===== config.mk =====
export PLATFORM = sky130hd
export DESIGN_NAME = axi4_localbus_bridge
export DESIGN_NICKNAME = d
export VERILOG_FILES = /design/src/rtl/axi4_localbus_bridge.sv
export SDC_FILE = /design/constraint.sdc
export NUM_CORES = 1
export LEC_CHECK = 0
export ABC_AREA = 1
export CAP_MARGIN = 20
export CORE_UTILIZATION = 35
export CTS_CLUSTER_DIAMETER = 150
export CTS_CLUSTER_SIZE = 8
export DETAILED_ROUTE_END_ITERATION = 7
export PLACE_DENSITY_LB_ADDON = 0.1
export SYNTH_ARGS = -nofsm -noshare
export SYNTH_HDL_FRONTEND = slang
export SYNTH_SLANG_ARGS = --single-unit

===== constraint.sdc =====
create_clock -name sys_clk -period 2.8 [get_ports sys_clk]
set_input_delay 0.56 -clock sys_clk [delete_from_list [all_inputs] [get_ports sys_clk]]
set_output_delay 0.56 -clock sys_clk [all_outputs]
set_load 0.05 [all_outputs]

===== src/rtl/axi4_localbus_bridge.sv =====
// ---------------------------------------------------------------------------
// axi4_localbus_bridge
//   AXI4 slave that turns each 64-bit beat into up to two 32-bit local-bus
//   accesses (lower dword first, then upper dword). Bursts are fully
//   serialized, one channel at a time. Every local access carries an ack
//   timeout so a missing register never stalls the host.
//
// Ports
//   sys_clk, sys_rstn    clock, asynchronous active-low reset
//   s_axi_aw* / s_axi_w* / s_axi_b*   AXI4 write address, data, response
//   s_axi_ar* / s_axi_r*              AXI4 read address, data
//   lb_addr, lb_wdata    local dword address and write data
//   lb_write, lb_read    one-cycle access strobes
//   lb_rdata, lb_ack     local read data, one-cycle acknowledge
//   busy                 FSM is serving a transaction
// ---------------------------------------------------------------------------
module axi4_localbus_bridge #(
  parameter int          ID_W         = 4,
  parameter int          LB_AW        = 16,
  parameter int          ACK_TIMEOUT  = 64,
  parameter logic [31:0] TIMEOUT_DATA = 32'hDEADBEEF
) (
  input  logic              sys_clk,
  input  logic              sys_rstn,
  input  logic [ID_W-1:0]   s_axi_awid,
  input  logic [63:0]       s_axi_awaddr,
  input  logic [7:0]        s_axi_awlen,
  input  logic [2:0]        s_axi_awsize,
  input  logic [1:0]        s_axi_awburst,
  input  logic              s_axi_awvalid,
  output logic              s_axi_awready,
  input  logic [63:0]       s_axi_wdata,
  input  logic [7:0]        s_axi_wstrb,
  input  logic              s_axi_wlast,
  input  logic              s_axi_wvalid,
  output logic              s_axi_wready,
  output logic [ID_W-1:0]   s_axi_bid,
  output logic [1:0]        s_axi_bresp,
  output logic              s_axi_bvalid,
  input  logic              s_axi_bready,
  input  logic [ID_W-1:0]   s_axi_arid,
  input  logic [63:0]       s_axi_araddr,
  input  logic [7:0]        s_axi_arlen,
  input  logic [2:0]        s_axi_arsize,
  input  logic [1:0]        s_axi_arburst,
  input  logic              s_axi_arvalid,
  output logic              s_axi_arready,
  output logic [ID_W-1:0]   s_axi_rid,
  output logic [63:0]       s_axi_rdata,
  output logic [1:0]        s_axi_rresp,
  output logic              s_axi_rlast,
  output logic              s_axi_rvalid,
  input  logic              s_axi_rready,
  output logic [LB_AW-1:0]  lb_addr,
  output logic [31:0]       lb_wdata,
  output logic              lb_write,
  output logic              lb_read,
  input  logic [31:0]       lb_rdata,
  input  logic              lb_ack,
  output logic              busy
);

  typedef enum logic [2:0] {IDLE, W_DATA, W_LO, W_HI, W_RESP, R_LO, R_HI, R_DATA} state_t;

  localparam int CW = $clog2(ACK_TIMEOUT + 1);
  localparam int AW = LB_AW + 2;   // byte-address bits that reach the local bus

  state_t          state;
  logic            wr_prio;        // write wins the next AW/AR tie
  logic [ID_W-1:0] id_q;
  logic [AW-1:0]   addr_q;
  logic [7:0]      len_q, beat_q;
  logic [2:0]      size_q;
  logic [1:0]      burst_q;
  logic [63:0]     wdata_q;
  logic [7:0]      wstrb_q;
  logic            err_q;          // sticky error for the write burst / read beat
  logic [CW-1:0]   tmr_q;          // cycles elapsed since the pending strobe

  logic [AW-1:0]    addr_nxt;
  logic [LB_AW-1:0] lo_addr, hi_addr, nxt_lo_addr;
  logic             last_beat, strobe_q, acc_wait, acc_done, w_hs;
  logic             err_nxt, w_beat_done;
  logic [31:0]      rd_val;
  logic             unused_bits;

  // FIXED bursts re-use the beat address; INCR and WRAP both step by size.
  assign addr_nxt    = (burst_q == 2'b00) ? addr_q : addr_q + (AW'(1) << size_q);
  assign lo_addr     = {addr_q[AW-1:3], 1'b0};
  assign hi_addr     = {addr_q[AW-1:3], 1'b1};
  assign nxt_lo_addr = {addr_nxt[AW-1:3], 1'b0};
  assign last_beat   = (beat_q == len_q);
  assign strobe_q    = lb_write | lb_read;
  assign acc_wait    = (state == W_LO) || (state == W_HI) || (state == R_LO) || (state == R_HI);
  // An ack coincident with the strobe itself is not a response.
  assign acc_done    = acc_wait && !strobe_q && (lb_ack || tmr_q == CW'(ACK_TIMEOUT));
  assign rd_val      = lb_ack ? lb_rdata : TIMEOUT_DATA;
  assign w_hs        = s_axi_wready && s_axi_wvalid;
  assign err_nxt     = err_q | (w_hs && (s_axi_wlast != last_beat)) | (acc_done && !lb_ack);
  assign w_beat_done = (state == W_DATA && w_hs && s_axi_wstrb == 8'h00) ||
                       (state == W_LO && acc_done && wstrb_q[7:4] == 4'h0) ||
                       (state == W_HI && acc_done);

  assign s_axi_bid   = id_q;
  assign s_axi_rid   = id_q;
  assign busy        = (state != IDLE);
  assign unused_bits = ^{s_axi_awaddr[63:AW], s_axi_araddr[63:AW]};

  always_ff @(posedge sys_clk or negedge sys_rstn) begin
    if (!sys_rstn) begin
      state         <= IDLE;
      wr_prio       <= 1'b1;
      id_q          <= '0;
      addr_q        <= '0;
      len_q         <= '0;
      beat_q        <= '0;
      size_q        <= '0;
      burst_q       <= '0;
      wdata_q       <= '0;
      wstrb_q       <= '0;
      err_q         <= 1'b0;
      tmr_q         <= '0;
      s_axi_awready <= 1'b0;
      s_axi_arready <= 1'b0;
      s_axi_wready  <= 1'b0;
      s_axi_bvalid  <= 1'b0;
      s_axi_bresp   <= 2'b00;
      s_axi_rvalid  <= 1'b0;
      s_axi_rdata   <= '0;
      s_axi_rresp   <= 2'b00;
      s_axi_rlast   <= 1'b0;
      lb_addr       <= '0;
      lb_wdata      <= '0;
      lb_write      <= 1'b0;
      lb_read       <= 1'b0;
    end else begin
      // NOTE: sequential state uses non-blocking assignments, so a later
      // assignment in this block overrides an earlier one for the same edge;
      // the strobes rely on that to stay exactly one cycle wide.
      lb_write <= 1'b0;
      lb_read  <= 1'b0;
      if (acc_wait) tmr_q <= strobe_q ? CW'(1) : tmr_q + CW'(1);

      case (state)
        IDLE: begin
          if (s_axi_awready) begin
            s_axi_awready <= 1'b0;
            id_q          <= s_axi_awid;
            addr_q        <= s_axi_awaddr[AW-1:0];
            len_q         <= s_axi_awlen;
            size_q        <= s_axi_awsize;
            burst_q       <= s_axi_awburst;
            beat_q        <= '0;
            err_q         <= 1'b0;
            s_axi_wready  <= 1'b1;
            state         <= W_DATA;
          end else if (s_axi_arready) begin
            s_axi_arready <= 1'b0;
            id_q          <= s_axi_arid;
            addr_q        <= s_axi_araddr[AW-1:0];
            len_q         <= s_axi_arlen;
            size_q        <= s_axi_arsize;
            burst_q       <= s_axi_arburst;
            beat_q        <= '0;
            err_q         <= 1'b0;
            lb_read       <= 1'b1;
            lb_addr       <= {s_axi_araddr[AW-1:3], 1'b0};
            state         <= R_LO;
          end else if (s_axi_awvalid && (wr_prio || !s_axi_arvalid)) begin
            s_axi_awready <= 1'b1;
            wr_prio       <= 1'b0;
          end else if (s_axi_arvalid) begin
            s_axi_arready <= 1'b1;
            wr_prio       <= 1'b1;
          end
        end
        W_DATA: begin
          if (w_hs) begin
            s_axi_wready <= 1'b0;
            wdata_q      <= s_axi_wdata;
            wstrb_q      <= s_axi_wstrb;
            err_q        <= err_nxt;
            // No byte enables on the local bus: any lane set writes the dword.
            if (|s_axi_wstrb[3:0]) begin
              lb_write <= 1'b1;
              lb_addr  <= lo_addr;
              lb_wdata <= s_axi_wdata[31:0];
              state    <= W_LO;
            end else if (|s_axi_wstrb[7:4]) begin
              lb_write <= 1'b1;
              lb_addr  <= hi_addr;
              lb_wdata <= s_axi_wdata[63:32];
              state    <= W_HI;
            end
          end
        end
        W_LO: begin
          if (acc_done) begin
            err_q <= err_nxt;
            if (|wstrb_q[7:4]) begin
              lb_write <= 1'b1;
              lb_addr  <= hi_addr;
              lb_wdata <= wdata_q[63:32];
              state    <= W_HI;
            end
          end
        end
        W_HI: begin
          if (acc_done) err_q <= err_nxt;
        end
        W_RESP: begin
          if (s_axi_bready) begin
            s_axi_bvalid <= 1'b0;
            state        <= IDLE;
          end
        end
        R_LO: begin
          if (acc_done) begin
            s_axi_rdata[31:0] <= rd_val;
            err_q             <= err_nxt;
            lb_read           <= 1'b1;
            lb_addr           <= hi_addr;
            state             <= R_HI;
          end
        end
        R_HI: begin
          if (acc_done) begin
            s_axi_rdata[63:32] <= rd_val;
            s_axi_rresp        <= err_nxt ? 2'b10 : 2'b00;
            s_axi_rlast        <= last_beat;
            s_axi_rvalid       <= 1'b1;
            state              <= R_DATA;
          end
        end
        R_DATA: begin
          if (s_axi_rready) begin
            s_axi_rvalid <= 1'b0;
            s_axi_rlast  <= 1'b0;
            if (last_beat) begin
              state <= IDLE;
            end else begin
              addr_q  <= addr_nxt;
              beat_q  <= beat_q + 8'd1;
              err_q   <= 1'b0;
              lb_read <= 1'b1;
              lb_addr <= nxt_lo_addr;
              state   <= R_LO;
            end
          end
        end
        default: state <= IDLE;
      endcase

      // Beat count, not wlast, ends the write burst.
      if (w_beat_done) begin
        if (last_beat) begin
          s_axi_bvalid <= 1'b1;
          s_axi_bresp  <= err_nxt ? 2'b10 : 2'b00;
          state        <= W_RESP;
        end else begin
          addr_q       <= addr_nxt;
          beat_q       <= beat_q + 8'd1;
          s_axi_wready <= 1'b1;
          state        <= W_DATA;
        end
      end
    end
  end

endmodule

==> Word level (Yosys, flattened, before mapping) <==
Cells that the tools add are included.
{ "op_classes": {"add_sub_neg": 3, "eq_ne": 31, "shifts": 1, "mux": 99, "bitwise": 5, "n_reduce_logical": 49} }
{ "op_table": {"columns": ["op", "count"], "rows": [
  ["32-bit two-way mux", 6],
  ["16-bit two-way mux", 10],
  ["18-bit two-way mux", 7],
  ["16-bit one-hot mux with 5 select lines", 1],
  ["8-bit two-way mux", 8],
  ["32-bit one-hot mux with 2 select lines", 1],
  ["3-bit two-way mux", 16],
  ["18-bit one-hot mux with 2 select lines", 1],
  ["1-bit two-way mux", 35],
  ["3-bit != test (second input constant)", 7],
  ["3-bit one-hot mux with 7 select lines", 1],
  ["10-bit AND reduction", 2],
  ["18-bit adder", 1],
  ["1-bit by 3-bit << shifter with 18-bit output (first input constant)", 1],
  ["2-bit != test (second input constant)", 8],
  ["8-bit one-hot mux with 2 select lines", 1],
  ["3-bit equality test (second input constant)", 4],
  ["2-bit AND reduction", 6],
  ["4-bit OR reduction", 3],
  ["1-bit logical AND", 11],
  ["8-bit by 1-bit adder with 8-bit output (second input constant)", 1],
  ["8-bit equality test", 1],
  ["8-bit logical NOT", 1],
  ["4-bit two-way mux", 2],
  ["32 further kinds", 53]
]} }
{ "word_totals": {"reg_bits": 251, "inputBits": 275, "output_inout_bits": 133, "elab_cells": 214} }

==> Longest topological paths before layout <==
Gate-level depths: netlist (run 1).
{ "depth": {"word_depth": 12, "depth_mapped": 16, "ltp_nobuf": 16} }

==> Least setup slack after synthesis (run 1) <==
Ideal clock, no wire load.
{ "synth_path": {"path_kind": "register -> register", "startpoint": "reg size_q[0]", "endpoint": "reg lb_addr[10]", "setup_time_ps": 113, "arrival_time_ps": 2163, "required_time_ps": 2687, "path_slack_ps": 525, "stages_incl_launch_ff": 15, "n_path_buf": 0, "period_less_slack_ps": 2275, "path_cell_list": "dfrtp_1 nor3_1 ha_1 inv_1 fa_1 nand3b_1 nand2_1 nand2_1 nand2_1 nand2_1 xor2_1 nand2_1 nand3b_1 nand2_1 inv_1"} }
{ "synth_via": {"elab_chain_len": 6} }
{ "synth_lines": {"columns": ["item", "line", "rtl"], "rows": [
  ["start, declared", "73", "logic [2:0] size_q;"],
  ["start signal, assigned", "151", "size_q <= s_axi_awsize;"],
  ["start signal, assigned", "162", "size_q <= s_axi_arsize;"],
  ["1-bit by 3-bit << shifter with 18-bit output", "88", "assign addr_nxt = (burst_q == 2'b00) ? addr_q : addr_q + (AW'(1) << size_q);"],
  ["18-bit adder", "88", null],
  ["18-bit two-way mux", "88", null],
  ["16-bit two-way mux", "239", "if (last_beat) begin"],
  ["16-bit two-way mux", "236", "if (s_axi_rready) begin"],
  ["16-bit one-hot mux with 5 select lines", "144", "case (state)"],
  ["end signal, assigned", "167", "lb_addr <= {s_axi_araddr[AW-1:3], 1'b0};"],
  ["end signal, assigned", "186", "lb_addr <= lo_addr;"],
  ["end signal, assigned", "246", "lb_addr <= nxt_lo_addr;"],
  ["end, declared", "54", "output logic [LB_AW-1:0] lb_addr,"]
]} }
No other way between the ends. The select of a mux whose other input is x is not followed.
A chain may end at the register's enable or synchronous reset.

==> Worst setup path in the final report (run 1) <==
{ "layout_path": {"startpoint": "reg state[2]", "endpoint": "out busy"} }
{ "layout_via": {"elab_chain_len": 1} }
{ "layout_lines": {"columns": ["item", "line", "rtl"], "rows": [
  ["start, declared", "68", "state_t state;"],
  ["start signal, assigned", "111", "state <= IDLE;"],
  ["start signal, assigned", "156", "state <= W_DATA;"],
  ["start signal, assigned", "168", "state <= R_LO;"],
  ["3-bit nonzero test", "106", "assign busy = (state != IDLE);"],
  ["end, declared", "60", "output logic busy"]
]} }
No other way between the ends.

==> results of run 1 <==
routing by layer:
metal / vias up / global-route usage, % / wire length [um]
li1: 5617 / - / -
met1: 5111 / 27.4 / 15700
met2: 319 / 35.7 / 17000
met3: 64 / 5.63 / 2620
met4: 0 / 7.23 / 1150
met5: - / 0 / 0
worst max-delay path by stage:
stage,startpoint,to,slack [ps]
finish,state[2],busy,200
global route,size_q[0],lb_addr[12],10
CTS,size_q[0],lb_addr[12],140
detailed placement,size_q[0],lb_addr[12],170
global placement,size_q[0],lb_addr[12],210
floorplan,size_q[0],lb_addr[10],520
cell families after synthesis:
logic type / count (synthesis)
compound gates: 263
xor+xnor: 14
fa+ha+maj: 12
buf+inv: 215
flops: 213
other cells: 1
simple gates: 844
area by class of cell:
| cell class | instances | area (sq um) | area share, % |
|---|---|---|---|
| Antenna cell | 1 | 2.50 | 0.0155 |
| Clock buffer | 40 | 788 | 4.89 |
| Clock inverter | 2 | 35.0 | 0.217 |
| Inverter | 144 | 543 | 3.37 |
| Multi-Input combinational cell | 1135 | 5350 | 33.2 |
| Sequential cell | 213 | 5330 | 33.1 |
| Tap cell | 442 | 553 | 3.43 |
| Timing Repair Buffer | 354 | 3520 | 21.8 |
power groups by stage:
stage / combinational, mW / sequential, mW / clock (mW)
floorplan: 4.79 / 8.09 / 0
global placement: 11.1 / 5.42 / 0
detailed placement: 11.2 / 5.44 / 0
CTS: 11.2 / 5.42 / 3.41
global route: 12.2 / 5.61 / 3.51
finish: 11.1 / 5.42 / 3.31
cell usage in the layout (no fill, tap or decap), types with 3 or more instances in the layout:
cell type / Yosys / routed
nor3_1: 28 / 28
o21ai_1: 20 / 20
nor2_4: 4 / 5
o211ai_1: 10 / 10
nand3_1: 81 / 81
nand2_2: 2 / 3
clkdlybuf4s50_1: 0 / 311
inv_1: 133 / 133
nand3b_1: 4 / 4
xnor2_1: 3 / 3
inv_2: 10 / 10
a22oi_1: 10 / 10
ha_1: 11 / 11
nand2_1: 520 / 519
a21oi_1: 70 / 69
nor2_2: 6 / 6
clkbuf_16: 0 / 30
o21ai_0: 102 / 102
dfrtp_1: 212 / 212
o2bb2ai_1: 5 / 5
o22ai_1: 10 / 10
nor2_1: 139 / 138
o21a_1: 29 / 29
nand4_1: 11 / 11
a221oi_1: 3 / 3
or2_2: 42 / 42
xor2_1: 11 / 11
buf_4: 10 / 34
buf_12: 0 / 6
clkbuf_1: 34 / 10
state kept, by name, indices dropped and copies added, names as in the netlist, 2 cells and up:
name,count
s_axi_rdata,64
lb_wdata,32
wdata_q,32
addr_q,18
lb_addr,16
beat_q,8
len_q,8
tmr_q,7
s_axi_bid,4
wstrb_q,4
size_q,3
state,3
burst_q,2
critical path, cell delays in order, from the launching register on:
cell and delay (ps):
dfrtp_1 510, inv_2 160, nand2_1 220, dlygate4sd2_1 590
metrics by stage:
step                setup WS [ps]  hold slack, ps
detailed placement            168             457
finish                        202             465
floorplan                     525             264
global placement              207             453
global route                 14.0             484
CTS                           136             471
repair_timing:
item | in CTS | in global routing
hold buffers | 1 | 0
gates cloned | 0 | 0
setup endpoints to repair | 1 | 6
hold endpoints to repair | 51 | 0
gates resized for setup | 1 | 1
==> reports/results.ini, run 1 <==
[place]
hpwl_um=25800
dp.cells=2287
place.gp.congestion=0.934
dpl-instance-area_sq_um=15300
port_buffers=313

[floorplanning]
initial_core_util_pct=35.5
io_pins=408
die_w_um=184
num_rows=66
core_sq_um=32500
die_area_sq_um=33700
fp.dieH_um=184

[finish]
drive_gt1_share_pct=7.84
nets=2165
postLayoutCellArea_sq_um=16100
post_layout_nonfiller_instances=2331
fill_cells=3237
final_util_pct=49.6
synthToLayoutAreaGrowth_pct=39.6

[route]
routed_wl_um=36400
wl_per_cell_um=15.6
num_vias=11100
viasPerCell=4.77
ant_nets=0
first_pass_iters=5
drc_errors=0
drt_iter0_drc=673

[synth]
yosysSeqAreaShare_pct=46.2
netlist_instances=1562
yosysMostFrequentCell=nand2_1
yosys.area.top_type_share_pct=45.9
synthDistinctLibCells=42
ys_warn_count=0
synth_fa_ha_area_share_pct=1.36
yosys-top-cells-count=520 x nand2_1, 212 x dfrtp_1, 139 x nor2_1, 133 x inv_1, 102 x o21ai_0
avgSynthCellArea_sq_um=7.40
synth_mux_area_share_pct=0
synth_ff_type=dfrtp_1
synth-edff-count=0
synth_compound_area_share_pct=12.9
synth_area_leaders=dfrtp_1 46%, nand2_1 17%, nor2_1 4.5%
yosys.area.top_type=dfrtp_1
synth-seq-cells=213
async_reset_ff_share_pct=100
synth_top_family_by_area=simple AND/OR/NAND/NOR gates
synth_xor_area_share_pct=1.06
synthSimpleGateAreaFrac_pct=30.7
syn_area_sq_um=11600

[cts]
numCtsBuffers=30
cts_buffer_depth=3
cts_tree=done
cts_setup_buffers=0
cts.sinks=213
ctsHtreeMaxLevel=1
cts-root-buf=clkbuf_16
clock_latency_ps=570
clk_pin_slew_ps=50

[power]
total_leakage_power_nw=7.54
power_frac_clock_pct=16.7
power_density_nw_per_um2=1230
pwr-share-comb_pct=56.1
power_mw=19.9
p_int_mw=10.2
swShare_pct=48.7
power_frac_seq_pct=27.3
vdd_drop_max_uv=642
p_sw_mw=9.67

[min_path]
whs_path_depth=2
hold_path.startpoint=s_axi_rdata[60]
min_to=s_axi_rdata[60]
hold_class=register to register

[critical_path]
r2r-end=lb_addr[12]
r2r_cells=15
cp-end-kind=primary output
reg2reg_slack_ps=230
startpoint_type=register
reg2reg_from=size_q[0]
cp.required_ps=2240
cp_max_fo=9
path_class=register to primary output
arrival_ps=2040

[sta]
drv_slew=0
fmax_mhz=385
hold_viol_final=0
slew_headroom_pct=53.4
setup_tns_ps=0
min_period_over_period_pct=92.8
period_needed_ps=2600
rsz0062_at_grt=false
finalSetupViolCount=0
clock_skew_ps=21.5
worst_pin_slew_ps=699

[global_routing]
grt_pass1_wl_um=57900
first_global_vias=10800
antenna_found_initial=1
grt_remaining_overflow=0
grt_start_max_net_pins=66
grtUsageTotal_pct=21.6

[job]
maxCapViolations=0

[run_status]
run_status=completed

Power figures use the tool's default switching activity.
==> inputs of run 2 (changes only) <==
Settings changed: PLACE_DENSITY set to 0.61, PLACE_DENSITY_LB_ADDON 0.1 to unset, TNS_END_PERCENT set to 50.
==> reports/results.ini, run 2 (synthesis results as in run 1) <==
[power]
power_density_nw_per_um2=1230  ; about the same
power_frac_clock_pct=16.6  ; was 16.7%
p_int_mw=10.1  ; was 10.2 mW
power_mw=19.8  ; was 19.9 mW
total_leakage_power_nw=7.52  ; was 7.54 nW
p_sw_mw=9.71  ; was 9.67 mW
vdd_drop_max_uv=663  ; was 642 uV
power_frac_seq_pct=27.5  ; was 27.3%
swShare_pct=49.0  ; was 48.7%
pwr-share-comb_pct=56.0  ; was 56.1%

[critical_path]
cp.required_ps=2240  ; about the same
cp_slowest_cell=dlygate4sd2_1  ; unchanged
cp-end-kind=primary output  ; unchanged
critPathBufInv=2  ; unchanged
path_class=register to primary output  ; unchanged
path_delay_family=buffers and inverters  ; unchanged
cp_cell_sequence=inv_2 -> nand2_1 -> dlygate4sd2_1  ; unchanged
slowest_delay_ps=590  ; about the same
startpoint_type=register  ; unchanged
cp_max_fo=9  ; unchanged
arrival_ps=2030  ; was 2040 ps

[cts]
ctsHtreeMaxLevel=1  ; unchanged
cts_setup_buffers=0  ; unchanged
clk_pin_slew_ps=50  ; about the same
cts_buffer_depth=3  ; unchanged
cts-root-buf=clkbuf_16  ; unchanged
numCtsBuffers=30  ; unchanged
clock_latency_ps=570  ; about the same
cts.sinks=213  ; unchanged
cts_tree=done  ; unchanged

[finish]
fill_cells=3235  ; was 3237
drive_gt1_share_pct=7.66  ; was 7.84%
largest_reg_flops=64  ; unchanged
regArea_sq_um=5330  ; about the same
multiInputGateArea_sq_um=5370  ; was 5350 sq um
final_common_cell=nand2_1  ; unchanged
nets=2158  ; was 2165
synthToLayoutAreaGrowth_pct=39.5  ; was 39.6%
final_cell_mix=520 x nand2_1, 311 x clkdlybuf4s50_1, 211 x dfrtp_1, 138 x nor2_1, 133 x inv_1  ; was 519 x nand2_1, 311 x clkdlybuf4s50_1, 212 x dfrtp_1, 138 x nor2_1, 133 x inv_1
final_util_pct=49.5  ; was 49.6%
regMostFlops=s_axi_rdata  ; unchanged
post_layout_nonfiller_instances=2323  ; was 2331
top_regs=s_axi_rdata x64, lb_wdata x32, wdata_q x32  ; unchanged

[job]
maxCapViolations=0  ; unchanged

[route]
first_pass_iters=7  ; was 5
routed_wl_um=36800  ; was 36400 um
drt_iter0_drc=749  ; was 673
num_vias=11300  ; was 11.1k
viasPerCell=4.86  ; was 4.77
wl_per_cell_um=15.8  ; was 15.6 um
ant_nets=0  ; unchanged
drc_errors=0  ; unchanged

[sta]
min_period_over_period_pct=92.5  ; was 92.8%
hold_viol_final=0  ; unchanged
rsz0062_at_grt=false  ; unchanged
period_needed_ps=2590  ; was 2600 ps
setup_tns_ps=0  ; unchanged
worst_pin_slew_ps=844  ; was 699 ps
drv_slew=0  ; unchanged
finalSetupViolCount=0  ; unchanged
fmax_mhz=386  ; was 385 MHz
slew_headroom_pct=43.3  ; was 53.4%
worst_slack_ps=211  ; was 202 ps
clock_skew_ps=22.9  ; was 21.5 ps

[global_routing]
first_global_vias=11100  ; was 10.8k
grt_remaining_overflow=0  ; unchanged
grt_start_max_net_pins=68  ; was 66
grtUsageTotal_pct=21.7  ; was 21.6%
antenna_found_initial=1  ; unchanged
grt_pass1_wl_um=58200  ; was 57900 um

[floorplanning]
io_pins=408  ; unchanged
num_rows=66  ; unchanged
die_area_sq_um=33700  ; unchanged
core_sq_um=32500  ; unchanged
fp.dieH_um=184  ; unchanged
initial_core_util_pct=35.5  ; unchanged
die_w_um=184  ; unchanged

[place]
dp.cells=2280  ; was 2287
place.gp.congestion=0.941  ; was 0.934
pre_cts_ws_ps=189  ; was 168 ps
hpwl_um=26100  ; was 25800 um
port_buffers=313  ; unchanged

[run_status]
run_status=completed  ; unchanged

[min_path]
hold_class=register to register  ; unchanged

-- run 2: stage by stage --
step,cell area (sq um),hold slack [ps]
6_report,16100,464
5_1_grt,16100,493
4_1_cts,16100,471
3_5_place_dp,15300,457
3_3_place_gp,15300,454
2_1_floorplan,11600,264
-- run 2: final cells by class --
class	count	share of cell area, %
clock buffers	39	4.87
flip-flops and latches	213	33.1
inverters	144	3.37
diodes	1	0.0155
clock inverters	2	0.217
repair buffers	347	21.7
multi-input cells	1135	33.3
well taps	442	3.43
-- run 2: tightest hold or removal path, stage by stage (launching register included) --
cell,delay [ps]
dfrtp_1,340
nand2_1,50
nand2_1,40
-- run 2: power groups by stage --
| stage | sequential [mW] | clock (mW) | combinational (mW) |
|---|---|---|---|
| final | 5.44 | 3.28 | 11.1 |
| after floorplan | 8.09 | 0 | 4.79 |
| after global placement | 5.41 | 0 | 11.0 |
| after detailed placement | 5.44 | 0 | 11.1 |
| after CTS | 5.43 | 3.38 | 11.1 |
| after global routing | 5.62 | 3.51 | 12.1 |
-- run 2: repair_timing --
item | in CTS | in global routing
hold buffers | 1 | 0
setup endpoints to repair | 1 | 6
hold endpoints to repair | 33 | 0
pin swaps | 0 | 2
gates resized for setup | 1 | 5
gates cloned | 0 | 0
-- run 2: path summary, 6_finish.rpt --
| check | start | end | slack [ps] | depth (start not counted) |
|---|---|---|---|---|
| worst max-delay path | state[2] | busy | 210 | 3 |
| worst min-delay path | s_axi_rdata[23] | s_axi_rdata[23] | 460 | 2 |
| worst max register to register | size_q[1] | lb_addr[2] | 220 | 11 |
| worst min register to register | s_axi_rdata[23] | s_axi_rdata[23] | 460 | 2 |
| max in group asynchronous | sys_rstn | s_axi_rdata[31] | 1460 | 3 |
| min in group asynchronous | sys_rstn | lb_addr[7] | 550 | 2 |
-- run 2: metal layers --
metal  vias up  GRT usage, %  wire length [um]
li1       5596             -                 -
met5         -             0                 0
met3        89          5.78              3120
met2       384          35.1             16700
met4         0          8.40              1420
met1      5226          27.5             15500
